## src/rtl/fir_xifu_wb.sv

```systemverilog
// Writeback stage of the FIR X-interface unit: holds one instruction, waits for load data,
// and ties the FIR regfile write and retirement to the X-interface result handshake.
module fir_xifu_wb #(
    parameter int unsigned NB_REGS  = 4,
    parameter int unsigned ID_WIDTH = 4
) (
    input  logic                clk_i,
    input  logic                rst_i,
    input  logic                ex_valid_i,
    output logic                ex_ready_o,
    input  logic [ID_WIDTH-1:0] ex_id_i,
    input  logic [4:0]          ex_rd_i,
    input  logic [31:0]         ex_result_i,
    input  logic                ex_rf_we_i,
    input  logic                ex_core_we_i,
    input  logic                ex_is_load_i,
    input  logic                mem_valid_i,
    input  logic [31:0]         mem_rdata_i,
    input  logic                flush_i,
    output logic                result_valid_o,
    input  logic                result_ready_i,
    output logic [ID_WIDTH-1:0] result_id_o,
    output logic [31:0]         result_data_o,
    output logic [4:0]          result_rd_o,
    output logic                result_we_o,
    output logic                wb_write_o,
    output logic [4:0]          wb_rd_o,
    output logic [31:0]         wb_result_o,
    output logic [31:0]         retired_o
);

    localparam int unsigned RfIdxW = (NB_REGS > 1) ? $clog2(NB_REGS) : 1;

    typedef enum logic [1:0] {StIdle, StWaitMem, StResult, StDrain} state_e;

    state_e              state_q, state_d;
    logic [ID_WIDTH-1:0] id_q, id_d;
    logic [4:0]          rd_q, rd_d;
    logic [31:0]         data_q, data_d;
    logic                rf_we_q, rf_we_d;
    logic                core_we_q, core_we_d;
    logic [31:0]         retired_q, retired_d;

    logic accept;
    logic handshake;

    assign accept    = ex_valid_i & ex_ready_o;
    assign handshake = (state_q == StResult) & result_ready_i & ~flush_i;

    always_ff @(posedge clk_i or posedge rst_i) begin
        if (rst_i) begin
            state_q   <= StIdle;
            id_q      <= '0;
            rd_q      <= '0;
            data_q    <= '0;
            rf_we_q   <= 1'b0;
            core_we_q <= 1'b0;
            retired_q <= '0;
        end else begin
            state_q   <= state_d;
            id_q      <= id_d;
            rd_q      <= rd_d;
            data_q    <= data_d;
            rf_we_q   <= rf_we_d;
            core_we_q <= core_we_d;
            retired_q <= retired_d;
        end
    end

    always_comb begin
        state_d = state_q;
        unique case (state_q)
            StIdle: begin
                if (accept) state_d = ex_is_load_i ? StWaitMem : StResult;
            end
            StWaitMem: begin
                if (flush_i)          state_d = StDrain;
                else if (mem_valid_i) state_d = StResult;
            end
            StResult: begin
                if (flush_i)             state_d = StIdle;
                else if (accept)         state_d = ex_is_load_i ? StWaitMem : StResult;
                else if (result_ready_i) state_d = StIdle;
            end
            StDrain: begin
                if (mem_valid_i) state_d = StIdle;
            end
            default: state_d = StIdle;
        endcase
    end

    // Stray memory responses outside WAIT_MEM never touch the held data.
    always_comb begin
        id_d      = id_q;
        rd_d      = rd_q;
        data_d    = data_q;
        rf_we_d   = rf_we_q;
        core_we_d = core_we_q;
        retired_d = retired_q + {31'd0, handshake};
        if (accept) begin
            id_d      = ex_id_i;
            rd_d      = ex_rd_i;
            data_d    = ex_result_i;
            rf_we_d   = ex_rf_we_i;
            core_we_d = ex_core_we_i;
        end else if ((state_q == StWaitMem) && !flush_i && mem_valid_i) begin
            data_d = mem_rdata_i;
        end
    end

    always_comb begin
        ex_ready_o     = ~rst_i & ~flush_i &
                         ((state_q == StIdle) | ((state_q == StResult) & result_ready_i));
        result_valid_o = (state_q == StResult) & ~flush_i;
        result_id_o    = id_q;
        result_rd_o    = rd_q;
        result_data_o  = data_q;
        result_we_o    = core_we_q;
        wb_write_o     = handshake & rf_we_q;
        wb_rd_o        = 5'(rd_q[RfIdxW-1:0]);
        wb_result_o    = data_q;
        retired_o      = retired_q;
    end

endmodule

```

## config.mk

```make
export PLATFORM = sky130hd
export DESIGN_NAME = fir_xifu_wb
export DESIGN_NICKNAME = d
export VERILOG_FILES = /design/src/rtl/fir_xifu_wb.sv
export SDC_FILE = /design/constraint.sdc
export NUM_CORES = 1
export LEC_CHECK = 0
export CORE_MARGIN = 1
export CORE_UTILIZATION = 44
export DETAILED_ROUTE_END_ITERATION = 12
export GPL_ROUTABILITY_DRIVEN = 0
export HOLD_SLACK_MARGIN = 0.15
export MAX_ROUTING_LAYER = met4
export PLACE_DENSITY = 0.89
export SLEW_MARGIN = 20
export SYNTH_ARGS = -nofsm -noshare
export SYNTH_HDL_FRONTEND = slang
export SYNTH_SLANG_ARGS = --single-unit
```

## constraint.sdc

```tcl
create_clock -name clk_i -period 7.39 [get_ports clk_i]
set_input_delay 1.478 -clock clk_i [delete_from_list [all_inputs] [get_ports clk_i]]
set_output_delay 1.478 -clock clk_i [all_outputs]
set_load 0.005 [all_outputs]
```

== Yosys cells after proc, flatten, opt, wreduce, memory -nomap -nowiden ==
Index checks and enable logic that the tools add are counted.
W data, S select, Z words.

* Add/sub/neg operators: 1
* Equality and inequality tests: 7
* Muxes and demuxes: 11
* Bitwise gates (word level): 10
* Reductions and logical operators: 6

{| class="wikitable"
|+ Operators by type and width
! kind !! number
|-
| $mux W32 || 2
|-
| $add A32 B1 Y32 || 1
|-
| $mux W2 || 8
|-
| $pmux W2 S4 || 1
|-
| $and A1 B1 Y1 || 7
|-
| $eq A2 B2 Y1 const B || 2
|-
| $ne A2 B2 Y1 const B || 2
|-
| $ne A4 B4 Y1 const B || 1
|-
| $reduce_and A4 Y1 || 1
|-
| $ne A3 B3 Y1 const B || 1
|-
| $eq A2 B1 Y1 const B || 1
|-
| $logic_and A1 B1 Y1 || 2
|-
| $logic_not A2 Y1 || 1
|-
| $not A1 Y1 || 2
|-
| $reduce_bool A2 Y1 || 1
|-
| $logic_not A1 Y1 || 1
|-
| $or A1 B1 Y1 || 1
|}

* Register bits after elaboration: 77
* Input port bits: 82
* Logic and storage cells: 42

== Logic depth before layout (Yosys ltp) ==
* Depth after elaboration: 8
* Depth in mapped cells: 9
* Mapped depth without buffers: 7

== Least setup slack after synthesis ==
Ideal clock, no wire load.

* Path kind: input to output
* From: in flush_i
* To: out wb_write_o
* Data arrival time: 1.996 ns
* Data required time: 5.912 ns
* Setup slack: 3.916 ns
* Stages: 3
* Buffers on the path: 0
* Cells stage by stage: nor2_1 > and3_1 > and2_1

* Word-level cells in the longest chain between the ends: 3

{| class="wikitable"
|+ Ends and longest elaborated chain
! what !! line !! RTL
|-
| start, declared || 19 || <nowiki>input logic flush_i,</nowiki>
|-
| $not A1 Y1 || 48 || <nowiki>assign handshake = (state_q == StResult) & result_ready_i & ~flush_i;</nowiki>
|-
| $and A1 B1 Y1 || 48 ||
|-
| $and A1 B1 Y1 || 119 || <nowiki>wb_write_o = handshake & rf_we_q;</nowiki>
|-
| end, declared || 26 || <nowiki>output logic wb_write_o,</nowiki>
|}

Every way passes these cells.

== Worst setup path in the final report ==
Ends and elaborated chain as after synthesis.

==> qor.yml <==
setup_path:
  cp-start-kind: "input pin"
  crit_path_frequent_cell: "clkdlybuf4s50_1"
  cp_slowest_cell: "clkdlybuf4s50_1"
  reg2reg_slack_ps: 5120
  crit_fanout: 6
  r2r_cells: 7
  critPathBufInv: 2
  reg2reg_from: "state_q[0]$_DFFE_PP0P_"
  worst_path_largest_cell_delay_ps: 550
  crit_chain: "clkdlybuf4s50_1, nor2_1, and3_1, and2_1, clkdlybuf4s50_1"
  reg2reg_to: "retired_o[18]$_DFF_PP0_"
  critical_path_class: "in -> out"
  worst_ep_arrival_time_ps: 3190
  critPathRequiredTime_ps: 5910
  cp_top_family: "buffers and inverters"
  crit_path_end_kind: "output pin"
placement:
  placed_area_um2: 5600
  io_buffers: 192
  dp_hpwl_um: 7790
clocking:
  tritoncts: "yes"
  path_clk_slew_ps: 80
  numCtsBuffers: 9
  cts_sinks: 77
  clock_latency_ps: 340
  cts.htree.levels: 3
  cts_resized: 0
  clockBufferDepth: 2
  post_cts_buffers: 0
  ctsHoldBuffers: 0
  clockRootBuffer: "clkbuf_8"
power:
  p_per_area_nw_per_um2: 246
  p_leak_uw: 0.00242
  ir_drop_mv: 0.116
global_route:
  grt_overflow: 0
  grt_max_degree: 77
  grt_pass1_vias: 3130
  antenna_found_initial: 0
  grt_pass1_wl_um: 15800
  grt_use_total_pct: 23.2
min_path:
  hold_start: "retired_o[31]$_DFF_PP0_"
  hp-class: "reg -> reg"
  holdPathEnd: "retired_o[31]$_DFF_PP0_"
  hold_depth: 1
synthesis:
  synth_edf_count: 0
  mappedNetlistArea_um2: 3930
  syn_avg_cell_area_um2: 11.2
  synth_cells: 350
  seq_area_frac_synth_pct: 49.0
  synthFlopType: "dfrtp_1"
  ys_ff_latch: 77
  async_flop_share_pct: 100
  yosys_warnings: 0
  ys_types: 39
finish:
  antenna_cells: 0
  final_common_cell: "clkdlybuf4s50_1"
  nNetsFinal: 588
  syn2layout_area_growth_pct: 48.2
  drive_above_1_share_pct: 8.25
  nFillCells: 644
  final_area_um2: 5820
  layout_common_cells: "clkdlybuf4s50_1 (192), dfrtp_1 (77), nor2_1 (39)"
job:
  maxCapViolCount: 0
sta:
  hold_slack_ps: 479
  worstMarginPinSlew_ps: 799
  relSlewSlack_pct: 46.7
  finalCriticalPeriod_ps: 4670
  max_freq_mhz: 214
  finalCritPeriodShare_pct: 63.2
  rsz0062_at_grt: "no"
  drv_slew: 0
  fin_tns_setup_ps: 0
  fin_skew_ps: 6.29
  final_hold_viol_count: 0
  setup_viol: 0
route:
  vias: 3124
  drtAntennaViolNets: 0
  drt_iter0_drc: 44
  drt_first_pass_iters: 4
  post-route-drc-count: 0
  vias_per_cell: 5.06
  wl_um: 10600
  wire_per_inst_um: 17.2
die:
  fp.dieArea_um2: 9310
  placementRows: 34
  ioPinCount: 196
  initial_core_util_pct: 45.3
  fp.dieW_um: 96.5
  die_height_um: 96.5
  core_um2: 8680
status:
  status: "finished clean"
[worst max path at each step]
stage,slack (ps),startpoint,cells past startpoint,to
after floorplan,3920,flush_i,3,wb_write_o
after global placement,2750,flush_i,5,wb_write_o
after detailed placement,2730,flush_i,5,wb_write_o
after CTS,2720,flush_i,5,wb_write_o
after global routing,2590,flush_i,5,wb_write_o
final,2720,flush_i,5,wb_write_o
[metrics by stage]
stage / worst slack, ps / std cells / power (uW) / utilization [%]
2_1_floorplan: 3920 / 352 / 801 / -
3_3_place_gp: 2750 / 601 / 1070 / 64.5
3_5_place_dp: 2730 / 601 / 1090 / 64.5
4_1_cts: 2720 / 617 / 1450 / 67.1
5_1_grt: 2590 / 617 / 1510 / 67.1
6_report: 2720 / 617 / 1430 / 67.1
[worst reg2reg max path: cells and delay by family (launching register included)]
kind                       cells  cell delay [ps]
adders and majority gates      2              460
DFF                            1              480
xor gates and xnor gates       1              140
and+or+nand+nor                4             1130
[cells in the mapped netlist (2+ instances only)]
master | instances | area [um2]
nand3_2 | 3 | 30.0
ha_1 | 2 | 25.0
xnor2_1 | 18 | 158
nor4_2 | 2 | 25.0
nand3_1 | 8 | 40.0
nand2_1 | 9 | 33.8
mux2i_1 | 32 | 320
buf_4 | 40 | 300
a21oi_1 | 32 | 160
clkbuf_1 | 2 | 7.51
and3_1 | 6 | 37.5
nor3_1 | 6 | 30.0
xor2_1 | 12 | 105
nand4_1 | 8 | 50.1
buf_6 | 8 | 90.1
o21ai_0 | 2 | 10.0
inv_1 | 5 | 18.8
dfrtp_1 | 77 | 1930
and4_1 | 2 | 17.5
nor2_1 | 39 | 146
mux2_4 | 11 | 165
and2_1 | 5 | 31.3
buf_2 | 4 | 20.0
nand4b_1 | 2 | 17.5
[report_power, final]
part,internal [uW],switching [uW]
registers,506,72.1
logic,348,151
clock network,199,158
total,1050,381
[final cells by class]
| cell class | instances | area, um2 | share of cell area, % |
|---|---|---|---|
| sequential | 77 | 1930 | 33.1 |
| clock buffer | 10 | 138 | 2.36 |
| multi-input combinational | 216 | 1570 | 27.0 |
| timing repair buffer | 195 | 1940 | 33.4 |
| tap | 108 | 135 | 2.32 |
| inverter | 5 | 20.0 | 0.344 |
| clock inverter | 6 | 86.3 | 1.48 |
[cells by family (layout without fill, tap and decap cells)]
family / Yosys count / after routing / share of synthesized area [%]
buffers and inverters: 59 / 216 / 11.1
AO/OA/AOI/OAI: 37 / 37 / 5.00
adder cells (fa/ha/maj): 2 / 2 / 0.637
XOR/XNOR: 30 / 30 / 6.69
multiplexers: 43 / 43 / 12.4
AND/OR/NAND/NOR: 101 / 101 / 15.1
flip-flops: 77 / 77 / 49.0
other: 1 / 3 / 0.0954
[flip-flops by register name, summed over array words and instances (netlist names)]
name           count
result_data_o     32
result_id_o        4
retired_o         32
state_q            2
result_we_o        1
rf_we_q            1
result_rd_o        5
[per-layer routing]
layer / vias up / GRT usage, % / wire length (um)
met5: - / - / 0
met4: 0 / 11.5 / 409
met3: 30 / 6.65 / 1040
met2: 131 / 38.9 / 5280
met1: 1500 / 25.0 / 3910
li1: 1463 / - / -
(Power assumes the default switching activity.)
